`config.mk`:
```
export PLATFORM = sky130hd
export DESIGN_NAME = sdram_aref_flat
export DESIGN_NICKNAME = d
export VERILOG_FILES = /design/src/rtl/sdram_pkg.sv /design/src/rtl/sdram_aref_if.sv /design/src/rtl/sdram_aref.sv /design/src/flat_wrapper.sv
export SDC_FILE = /design/constraint.sdc
export NUM_CORES = 1
export LEC_CHECK = 0
export CAP_MARGIN = 15
export CORE_MARGIN = 10
export CORE_UTILIZATION = 35
export CTS_CLUSTER_DIAMETER = 200
export CTS_CLUSTER_SIZE = 40
export DETAILED_ROUTE_END_ITERATION = 10
export GPL_ROUTABILITY_DRIVEN = 1
export SETUP_SLACK_MARGIN = 0.02
export SLEW_MARGIN = 20
export SYNTH_ARGS = -nofsm -noshare
export SYNTH_HDL_FRONTEND = slang
export SYNTH_SLANG_ARGS = --single-unit
export TNS_END_PERCENT = 50
```
`constraint.sdc`:
```
create_clock -name clk -period 2.2 [get_ports clk]
set_input_delay 0.44 -clock clk [delete_from_list [all_inputs] [get_ports clk]]
set_output_delay 0.44 -clock clk [all_outputs]
set_load 0.005 [all_outputs]
```
`src/rtl/sdram_pkg.sv`:
```
// Shared SDRAM definitions: command encodings, the A10-high address,
// the auto-refresh FSM state type and the per-step command decode.
// Optional feature macro: SDRAM_AREF_DOUBLE_EN (second AREF at step 5,
// sequence length 11 instead of 7).
package sdram_pkg;

  // {cs_n, ras_n, cas_n, we_n}
  localparam logic [3:0]  CMD_NOP  = 4'b0111;
  localparam logic [3:0]  CMD_PALL = 4'b0010;
  localparam logic [3:0]  CMD_AREF = 4'b0001;
  localparam logic [3:0]  CMD_MRS  = 4'b0000;

  // A10 high selects "all banks" for PALL
  localparam logic [12:0] ADDR_A10 = 13'h0400;

`ifdef SDRAM_AREF_DOUBLE_EN
  localparam int AREF_CMD_END = 11;
`else
  localparam int AREF_CMD_END = 7;
`endif

  typedef enum logic {
    ST_IDLE   = 1'b0,
    ST_ACTIVE = 1'b1
  } aref_state_t;

  // Command issued for a given step of the granted sequence
  function automatic logic [3:0] aref_step_cmd(input logic [3:0] step);
    logic [3:0] cmd;
    case (step)
      4'd0:    cmd = CMD_PALL;
      4'd1:    cmd = CMD_AREF;
`ifdef SDRAM_AREF_DOUBLE_EN
      4'd5:    cmd = CMD_AREF;
`endif
      default: cmd = CMD_NOP;
    endcase
    return cmd;
  endfunction

endpackage

```
`src/rtl/sdram_aref_if.sv`:
```
// Handshake and command bus between the auto-refresh generator and the
// controller arbiter / init block.
interface sdram_aref_if;
  logic        flag_init_end;
  logic        ref_en;
  logic        ref_req;
  logic        flag_ref_end;
  logic [3:0]  aref_cmd;
  logic [12:0] aref_addr;
  logic        ref_overrun;

  // Refresh generator side
  modport slave (
    input  flag_init_end,
    input  ref_en,
    output ref_req,
    output flag_ref_end,
    output aref_cmd,
    output aref_addr,
    output ref_overrun
  );

  // Arbiter / init side
  modport master (
    output flag_init_end,
    output ref_en,
    input  ref_req,
    input  flag_ref_end,
    input  aref_cmd,
    input  aref_addr,
    input  ref_overrun
  );
endinterface

```
`src/rtl/sdram_aref.sv`:
```
// Periodic SDRAM auto-refresh generator. Times the refresh interval once
// initialisation is done, requests the bus, and on grant plays out a
// PALL + AREF sequence. Macro SDRAM_AREF_DOUBLE_EN adds a second AREF.
module sdram_aref
  import sdram_pkg::*;
#(
  parameter int DELAY_78US = 390,
  parameter int CMD_END    = AREF_CMD_END
) (
  input  logic          clk,
  input  logic          rst_n,
  sdram_aref_if.slave   bus
);

  localparam int REF_W = $clog2(DELAY_78US);
  localparam logic [REF_W-1:0] REF_LAST = REF_W'(DELAY_78US - 1);
  localparam logic [3:0]       CMD_LAST = 4'(CMD_END - 1);

  aref_state_t      r_state;
  logic [REF_W-1:0] r_cnt_ref;
  logic [3:0]       r_cnt_cmd;
  logic [3:0]       r_aref_cmd;
  logic [12:0]      r_aref_addr;
  logic             r_flag_ref_end;
  logic             r_ref_req;
  logic             r_ref_overrun;

  logic w_end_ref;
  logic w_accept;

  // Interval end and grant acceptance (grant ignored outside IDLE)
  always_comb begin
    w_end_ref = 1'b0;
    w_accept  = 1'b0;
    if (bus.flag_init_end && (r_cnt_ref == REF_LAST)) begin
      w_end_ref = 1'b1;
    end else begin
      w_end_ref = 1'b0;
    end
    if ((r_state == ST_IDLE) && r_ref_req && bus.ref_en) begin
      w_accept = 1'b1;
    end else begin
      w_accept = 1'b0;
    end
  end

  // Free-running refresh interval counter, held at 0 until init is done
  always_ff @(posedge clk or negedge rst_n) begin
    if (!rst_n) begin
      r_cnt_ref <= '0;
    end else if (!bus.flag_init_end) begin
      r_cnt_ref <= '0;
    end else if (r_cnt_ref == REF_LAST) begin
      r_cnt_ref <= '0;
    end else begin
      r_cnt_ref <= r_cnt_ref + 1'b1;
    end
  end

  // Request and sticky overrun; a coincident interval end re-arms the request
  always_ff @(posedge clk or negedge rst_n) begin
    if (!rst_n) begin
      r_ref_req     <= 1'b0;
      r_ref_overrun <= 1'b0;
    end else begin
      if (w_accept) begin
        r_ref_req <= w_end_ref;
      end else if (w_end_ref) begin
        r_ref_req <= 1'b1;
      end else begin
        r_ref_req <= r_ref_req;
      end
      if (w_end_ref && r_ref_req && !w_accept) begin
        r_ref_overrun <= 1'b1;
      end else begin
        r_ref_overrun <= r_ref_overrun;
      end
    end
  end

  // Sequence FSM with registered command, address and end pulse
  always_ff @(posedge clk or negedge rst_n) begin
    if (!rst_n) begin
      r_state        <= ST_IDLE;
      r_cnt_cmd      <= 4'd0;
      r_aref_cmd     <= CMD_NOP;
      r_aref_addr    <= ADDR_A10;
      r_flag_ref_end <= 1'b0;
    end else begin
      r_aref_addr <= ADDR_A10;
      case (r_state)
        ST_IDLE: begin
          r_aref_cmd     <= CMD_NOP;
          r_flag_ref_end <= 1'b0;
          r_cnt_cmd      <= 4'd0;
          if (w_accept) begin
            r_state <= ST_ACTIVE;
          end else begin
            r_state <= ST_IDLE;
          end
        end
        ST_ACTIVE: begin
          if (r_cnt_cmd == CMD_LAST) begin
            r_state        <= ST_IDLE;
            r_cnt_cmd      <= 4'd0;
            r_aref_cmd     <= CMD_NOP;
            r_flag_ref_end <= 1'b1;
          end else begin
            r_state        <= ST_ACTIVE;
            r_cnt_cmd      <= r_cnt_cmd + 4'd1;
            r_aref_cmd     <= aref_step_cmd(r_cnt_cmd);
            r_flag_ref_end <= 1'b0;
          end
        end
        default: begin
          r_state        <= ST_IDLE;
          r_cnt_cmd      <= 4'd0;
          r_aref_cmd     <= CMD_NOP;
          r_flag_ref_end <= 1'b0;
        end
      endcase
    end
  end

  assign bus.ref_req      = r_ref_req;
  assign bus.flag_ref_end = r_flag_ref_end;
  assign bus.aref_cmd     = r_aref_cmd;
  assign bus.aref_addr    = r_aref_addr;
  assign bus.ref_overrun  = r_ref_overrun;

endmodule

```
`src/flat_wrapper.sv`:
```
// flat-port wrapper written by rule: the top's interface ports become plain ports
module sdram_aref_flat import sdram_pkg::*;
#(
  parameter int DELAY_78US = 390,
  parameter int CMD_END    = AREF_CMD_END
)
  (clk, rst_n, bus_flag_init_end, bus_ref_en, bus_ref_req, bus_flag_ref_end, bus_aref_cmd, bus_aref_addr, bus_ref_overrun);
  sdram_aref_if bus_i ();
  input  logic clk;
  input  logic rst_n;
  input wire logic [$bits(bus_i.flag_init_end)-1:0] bus_flag_init_end;
  input wire logic [$bits(bus_i.ref_en)-1:0] bus_ref_en;
  output wire logic [$bits(bus_i.ref_req)-1:0] bus_ref_req;
  output wire logic [$bits(bus_i.flag_ref_end)-1:0] bus_flag_ref_end;
  output wire logic [$bits(bus_i.aref_cmd)-1:0] bus_aref_cmd;
  output wire logic [$bits(bus_i.aref_addr)-1:0] bus_aref_addr;
  output wire logic [$bits(bus_i.ref_overrun)-1:0] bus_ref_overrun;
  assign bus_i.flag_init_end = bus_flag_init_end;
  assign bus_i.ref_en = bus_ref_en;
  assign bus_ref_req = bus_i.ref_req;
  assign bus_flag_ref_end = bus_i.flag_ref_end;
  assign bus_aref_cmd = bus_i.aref_cmd;
  assign bus_aref_addr = bus_i.aref_addr;
  assign bus_ref_overrun = bus_i.ref_overrun;
  sdram_aref #(.DELAY_78US(DELAY_78US), .CMD_END(CMD_END)) u_core (.clk(clk), .rst_n(rst_n), .bus(bus_i));
endmodule
```
==> impl_metrics.tcl, run 1 <==
set metrics [dict create \
    synth_area_um2 1000 \
    p_leak_nw 0.468 \
    htree_levels 1 \
    syn_area_per_cell_um2 10.4 \
    io_pins 24 \
    cts.clk_slew.worst_paths_ps 110 \
    nNetsFinal 115 \
    crit_path_start "u_core.bus.aref_cmd[2]" \
    drtIter0Drc 2 \
    port_buffers 9 \
    layout.cells.non_filler 139 \
    crit_chain "clkdlybuf4s50_1" \
    cts_buffer_depth 2 \
    final_area_mm2 0.00113 \
    die_x_um 73.4 \
    start_kind "flop" \
    drc_errors 0 \
    crit_arrival_ps 1320 \
    yosysUniqueCellTypes 27 \
    critPathSlowestCell "dfstp_2" \
    num_antenna_cells 0 \
    cpLargestDelayFamily "flip-flops" \
    num_rows 19 \
    tightest_slew_ps 530 \
    worst_skew_pair.late_latency_ps 300 \
    area_growth_pct 12.9 \
    cp-end-kind "output pin" \
    finalHoldViolCount 0 \
    postCtsSetupBuffers 0 \
    seq_area_um2 504 \
    multi_input_area_um2 413 \
    r2r-start "u_core.r_cnt_ref[1]" \
    critPathMaxStageDelay_ps 530 \
    grt_setup_unrepaired "no" \
    num_vias 656 \
    track_usage_pct 6.77 \
    final_common_cell "dfrtp_1" \
    cts_buffers 3 \
    cts_sinks 20 \
    fin_crit_sh_pct 80.2 \
    core-area_mm2 0.00273 \
    r2r_end "u_core.r_cnt_ref[2]" \
    grt_pass1_vias 701 \
    initial_core_util_pct 36.6 \
    finalWirelength_mm 1.79 \
    path_class "reg2out" \
    fill_cells 262 \
    skew_ps 1.70 \
    drv_cap 0 \
    required_ps 1760 \
    antenna_found_initial 0 \
    cts_tree "built" \
    synth_cells 96 \
    detail-route-antenna-nets 0 \
    synth_warnings 0 \
    dpl.cell_count 135 \
    ir_drop_v 0.000383 \
    die_y_um 73.4 \
    min_period_ps 1760 \
    power.density_mw_per_mm2 628 \
    grt_max_degree 21 \
    setup_viol 0 \
    status "finished, final reports clean" \
    r2r_cells 5 \
    grt_overflow_total 0 \
    maxSlewHeadroom_pct 64.5 \
    dp_hpwl_mm 1.36 \
    tns_ps 0 \
    holdWs_ps 473 \
    die-area_mm2 0.00539 \
    routabilityCongestion 0.759 \
    r2r_slack_ps 640 \
    ys_seq_elements 20 \
    finalMaxSlewViolations 0 \
    final_layout_size_suffix_gt1_share_pct 10.2 \
    yosysSeqAreaShare_pct 50.4 \
    cts_resized 0 \
    path_max_fanout 1 \
    max_clock_freq_mhz 567 \
    post_dp_cell_area_mm2 0.00108 \
    clock-root-buffer "clkbuf_4" \
    drt_pass1_iterations 2 \
    grt_pass1_wl_mm 2.99 \
    hold_class "in2async" \
    cp_num_cells 1 \
    via_per_inst 4.72 \
    most-common-layout-cells "17 x dfrtp_1, 14 x conb_1, 9 x clkdlybuf4s50_1" \
    routedWlPerCell_um 12.9 \
    hold_buffers 0 \
    critPathBufInv 1 \
]
## cell type report
type	instances	share of cell area [%]
multi-input cells	68	36.6
flip-flops and latches	20	44.7
inverters	6	2.00
repair buffers	10	8.65
clock inverters	1	2.66
well taps	31	3.44
clock buffers	3	2.00
## cell families (layout without fill, tap and decap cells)
logic type / count (synthesis) / count (layout) / share of synthesized area (%)
xor gates and xnor gates: 4 / 4 / 3.51
adders and majority gates: 2 / 2 / 2.50
other: 2 / 14 / 0.751
and+or+nand+nor: 30 / 30 / 17.4
AOI/OAI and AO/OA: 18 / 18 / 12.6
DFF: 20 / 20 / 50.4
buffers and inverters: 20 / 20 / 12.8
## through the flow
stage,utilization [%],power (mW),setup WS (ps)
after global routing,41.3,0.743,375
after CTS,41.3,0.723,406
after detailed placement,39.4,0.420,623
final,41.3,0.709,436
after global placement,39.4,0.419,668
after floorplan,-,0.419,779
## worst max-delay path by stage
| stage | endpoint | slack [ps] |
|---|---|---|
| floorplan | u_core.r_cnt_ref[2] | 780 |
| global placement | u_core.r_cnt_ref[7] | 670 |
| detailed placement | u_core.r_cnt_ref[2] | 620 |
| CTS | bus_aref_cmd[2] | 410 |
| global route | bus_aref_cmd[2] | 380 |
| finish | bus_aref_cmd[2] | 440 |
## flip-flops by register name, summed over array words and instances, names as in the netlist
name,count
u_core.bus.flag_ref_end,1
u_core.r_state,1
u_core.r_cnt_cmd,4
u_core.bus.ref_req,1
u_core.bus.ref_overrun,1
u_core.bus.aref_cmd,3
u_core.r_cnt_ref,9
## power breakdown
group	leakage [nW]	internal [mW]	switching (mW)
clock	0.0279	0.184	0.112
combinational	0.174	0.0126	0.0227
sequential	0.267	0.372	0.00579
total	0.468	0.569	0.140
## worst register-to-register path: stages, from the launching register on
cell and delay (ps):
dfrtp_1 430, inv_1 70, ha_1 180, nand4bb_4 130, o41ai_4 540, nor2_1 100
## cell usage after synthesis
cell type	instances	area share [%]
a211o_1	1	0.88
a21boi_0	1	0.75
a21o_1	1	0.75
a21oi_1	7	3.5
a31o_2	1	0.88
a31oi_1	1	0.63
buf_4	14	11
conb_1	2	0.75
dfrtp_1	17	43
dfstp_2	3	7.9
ha_1	2	2.5
inv_1	6	2.3
nand2_1	5	1.9
nand2b_1	2	1.3
nand3_1	4	2.0
nand3b_1	1	0.75
nand4_1	2	1.3
nand4bb_4	1	2.8
nor2_1	7	2.6
nor2b_1	1	0.63
nor3_1	1	0.50
nor4_1	2	1.3
o21ai_0	5	2.5
o41ai_4	1	2.8
or3_1	4	2.5
xnor2_1	3	2.6
xor2_1	1	0.88
## routing by layer
metal | vias up | part of all wire, % | GRT usage (%)
li1 | 323 | - | -
met1 | 327 | 41 | 7.04
met2 | 4 | 55 | 12.4
met4 | 0 | 0.78 | 3.11
met3 | 2 | 3.2 | 1.62
met5 | - | 0 | 0
No activity file was read; power rests on OpenSTA's default activity.
==> run 2: changes to the inputs <==
==> constraint.sdc (replaced) <==
create_clock -name clk -period 1.5 [get_ports clk]
set_input_delay 0.3 -clock clk [delete_from_list [all_inputs] [get_ports clk]]
set_output_delay 0.3 -clock clk [all_outputs]
set_load 0.005 [all_outputs]
==> run 2 against run 1 <==
Compared with the run above:
- combinational power increased by 76%
- die area unchanged
- sequential cell count unchanged
- count of clock-buffer cells in the layout increased by 1
- clock power increased by 4%
- cell count increased by 2.9%
- cell area increased by 2.1%
- hold slack got worse by 140 ps
- setup slack got worse by 320 ps
- first-iteration DRC count increased to 3.0 times the previous value
- highest routed layer unchanged
==> impl_metrics.tcl, run 2 (synthesis gave the netlist of run 1 again) <==
set metrics [dict create \
    fill_cells 265 \
    routedWlPerCell_um 12.4 \
    crit_arrival_ps 1610 \
    critPathSlowestCell "or3_1" \
    largest_reg_flops 9 \
    crit_path_start "u_core.r_cnt_ref[1]" \
    routabilityCongestion 0.760 \
    critPathBufInv 1 \
    cts_buffers 3 \
    place_ws_ps 57.5 \
    finalHoldViolCount 0 \
    num_rows 19 \
    dp_hpwl_mm 1.41 \
    die-area_mm2 0.00539 \
    nNetsFinal 119 \
    ir_drop_v 0.000558 \
    via_per_inst 4.78 \
    setup_viol 0 \
    power.density_mw_per_mm2 801 \
    start_kind "flop" \
    clock-root-buffer "clkbuf_4" \
    grt_overflow_total 0 \
    core-area_mm2 0.00273 \
    tns_ps 0 \
    htree_levels 1 \
    max_clock_freq_mhz 723 \
    most-common-layout-cells "17 x dfrtp_1, 14 x conb_1, 7 x a21oi_1, 7 x nor2_1, 6 x inv_1" \
    grt_max_degree 21 \
    finalWirelength_mm 1.78 \
    drc_errors 0 \
    min_period_ps 1380 \
    cts_buffer_depth 2 \
    r2r-start "u_core.r_cnt_ref[1]" \
    track_usage_pct 7.27 \
    initial_core_util_pct 36.6 \
    p_leak_nw 0.503 \
    area_growth_pct 15.3 \
    drv_cap 0 \
    critPathMaxStageDelay_ps 370 \
    cts_sinks 20 \
    endpoint "u_core.r_cnt_ref[8]" \
    postCtsSetupBuffers 0 \
    crit_chain "buf_4 > ha_1 > nand3_2 > or3_1 > a21oi_1" \
    cts.clk_slew.worst_paths_ps 110 \
    layout_setup_ws_ps 118 \
    required_ps 1730 \
    r2r_cells 5 \
    status "finished, final reports clean" \
    drtIter0Drc 6 \
    num_vias 684 \
    cts_tree "built" \
    largest-register "u_core.r_cnt_ref" \
    cpLargestDelayFamily "simple AND/OR/NAND/NOR gates" \
    final_layout_size_suffix_gt1_share_pct 16.1 \
    grt_pass1_wl_mm 3.20 \
    final_common_cell "dfrtp_1" \
    grt_setup_unrepaired "no" \
    drt_pass1_iterations 4 \
    finalMaxSlewViolations 0 \
    cp-end-kind "flop" \
    path_max_fanout 5 \
    fin_crit_sh_pct 92.2 \
    skew_ps 1.19 \
    r2r_end "u_core.r_cnt_ref[8]" \
    detail-route-antenna-nets 0 \
    final_area_mm2 0.00115 \
    hold_buffers 0 \
    post_dp_cell_area_mm2 0.00111 \
    die_y_um 73.4 \
    num_antenna_cells 0 \
    io_pins 24 \
    port_buffers 9 \
    path_class "reg2reg" \
    antenna_found_initial 0 \
    r2r_slack_ps 120 \
    hold_class "in2async" \
    cp_num_cells 5 \
    grt_pass1_vias 722 \
    die_x_um 73.4 \
    worst_skew_pair.late_latency_ps 300 \
]
-- run 2: cell count changes in the layout (fill, tap and decap cells not counted) --
cell	delta
buf_4	+4
bufinv_16	-1
clkbuf_8	+1
clkdlybuf4s50_1	-6
dlygate4sd2_1	+5
dlymetal6s2s_1	+1
ha_1	-1
ha_2	+1
nand3_1	-1
nand3_2	+1
nor4_1	-1
nor4_2	+1
-- run 2: timing repair --
item | in CTS | in global routing
pin swaps | 0 | 2
endpoints found under the setup margin | 5 | 11
gates resized for setup | 5 | 4
endpoints found under the hold margin | 0 | 0
-- run 2: layout make-up --
| class | instances | area [um^2] | share of cell area [%] |
|---|---|---|---|
| sequential | 20 | 504 | 43.8 |
| tap | 31 | 38.8 | 3.37 |
| inverter | 6 | 22.5 | 1.95 |
| multi-input combinational | 68 | 427 | 37.0 |
| timing repair buffer | 14 | 124 | 10.7 |
| clock buffer | 4 | 36.3 | 3.15 |
-- run 2: through the flow --
stage / total power, mW / std cells / util, % / hold slack, ps
after floorplan: 0.614 / 108 / - / 4.41
after global placement: 0.622 / 139 / 40.5 / 451
after detailed placement: 0.623 / 139 / 40.5 / 462
after CTS: 0.934 / 143 / 41.6 / 331
after global routing: 0.968 / 143 / 42.2 / 334
final: 0.923 / 143 / 42.2 / 332
-- run 2: worst min-delay path by stage --
| stage | from | endpoint | cells after the start |
|---|---|---|---|
| global route | rst_n | u_core.r_cnt_ref[0] | 2 |
| detailed placement | u_core.bus.ref_overrun | u_core.bus.ref_overrun | 1 |
| floorplan | rst_n | u_core.bus.flag_ref_end | 0 |
| global placement | u_core.bus.ref_overrun | u_core.bus.ref_overrun | 1 |
| CTS | rst_n | u_core.r_cnt_ref[2] | 2 |
| finish | rst_n | u_core.r_cnt_ref[0] | 2 |
-- run 2: routing by layer --
metal  GRT usage [%]  vias to the layer above  part of all wire, %
li1                -                      330                    -
met1            7.13                      340                   37
met2            13.4                       10                   57
met3            2.42                        4                  3.9
met4            3.11                        0                  1.5
met5               0                        -                    0
-- run 2: power by group --
| group | leakage [nW] | switching (mW) | internal [mW] | total [mW] |
|---|---|---|---|---|
| Combinational | 0.215 | 0.0363 | 0.0256 | 0.0620 |
| Sequential | 0.267 | 0.00709 | 0.546 | 0.553 |
| Clock | 0.0210 | 0.160 | 0.148 | 0.308 |
| Total | 0.503 | 0.203 | 0.719 | 0.923 |
==> run 3: changes to the inputs <==
--- a/config.mk
+++ b/config.mk
@@ -8,7 +8,7 @@
 export CAP_MARGIN = 15
 export CORE_MARGIN = 10
 export CORE_UTILIZATION = 35
-export CTS_CLUSTER_DIAMETER = 200
+export CTS_CLUSTER_DIAMETER = 40
 export CTS_CLUSTER_SIZE = 40
 export DETAILED_ROUTE_END_ITERATION = 10
 export GPL_ROUTABILITY_DRIVEN = 1
==> results of run 3 <==
Final layout, timing and power as in run 2 (identical DEF).
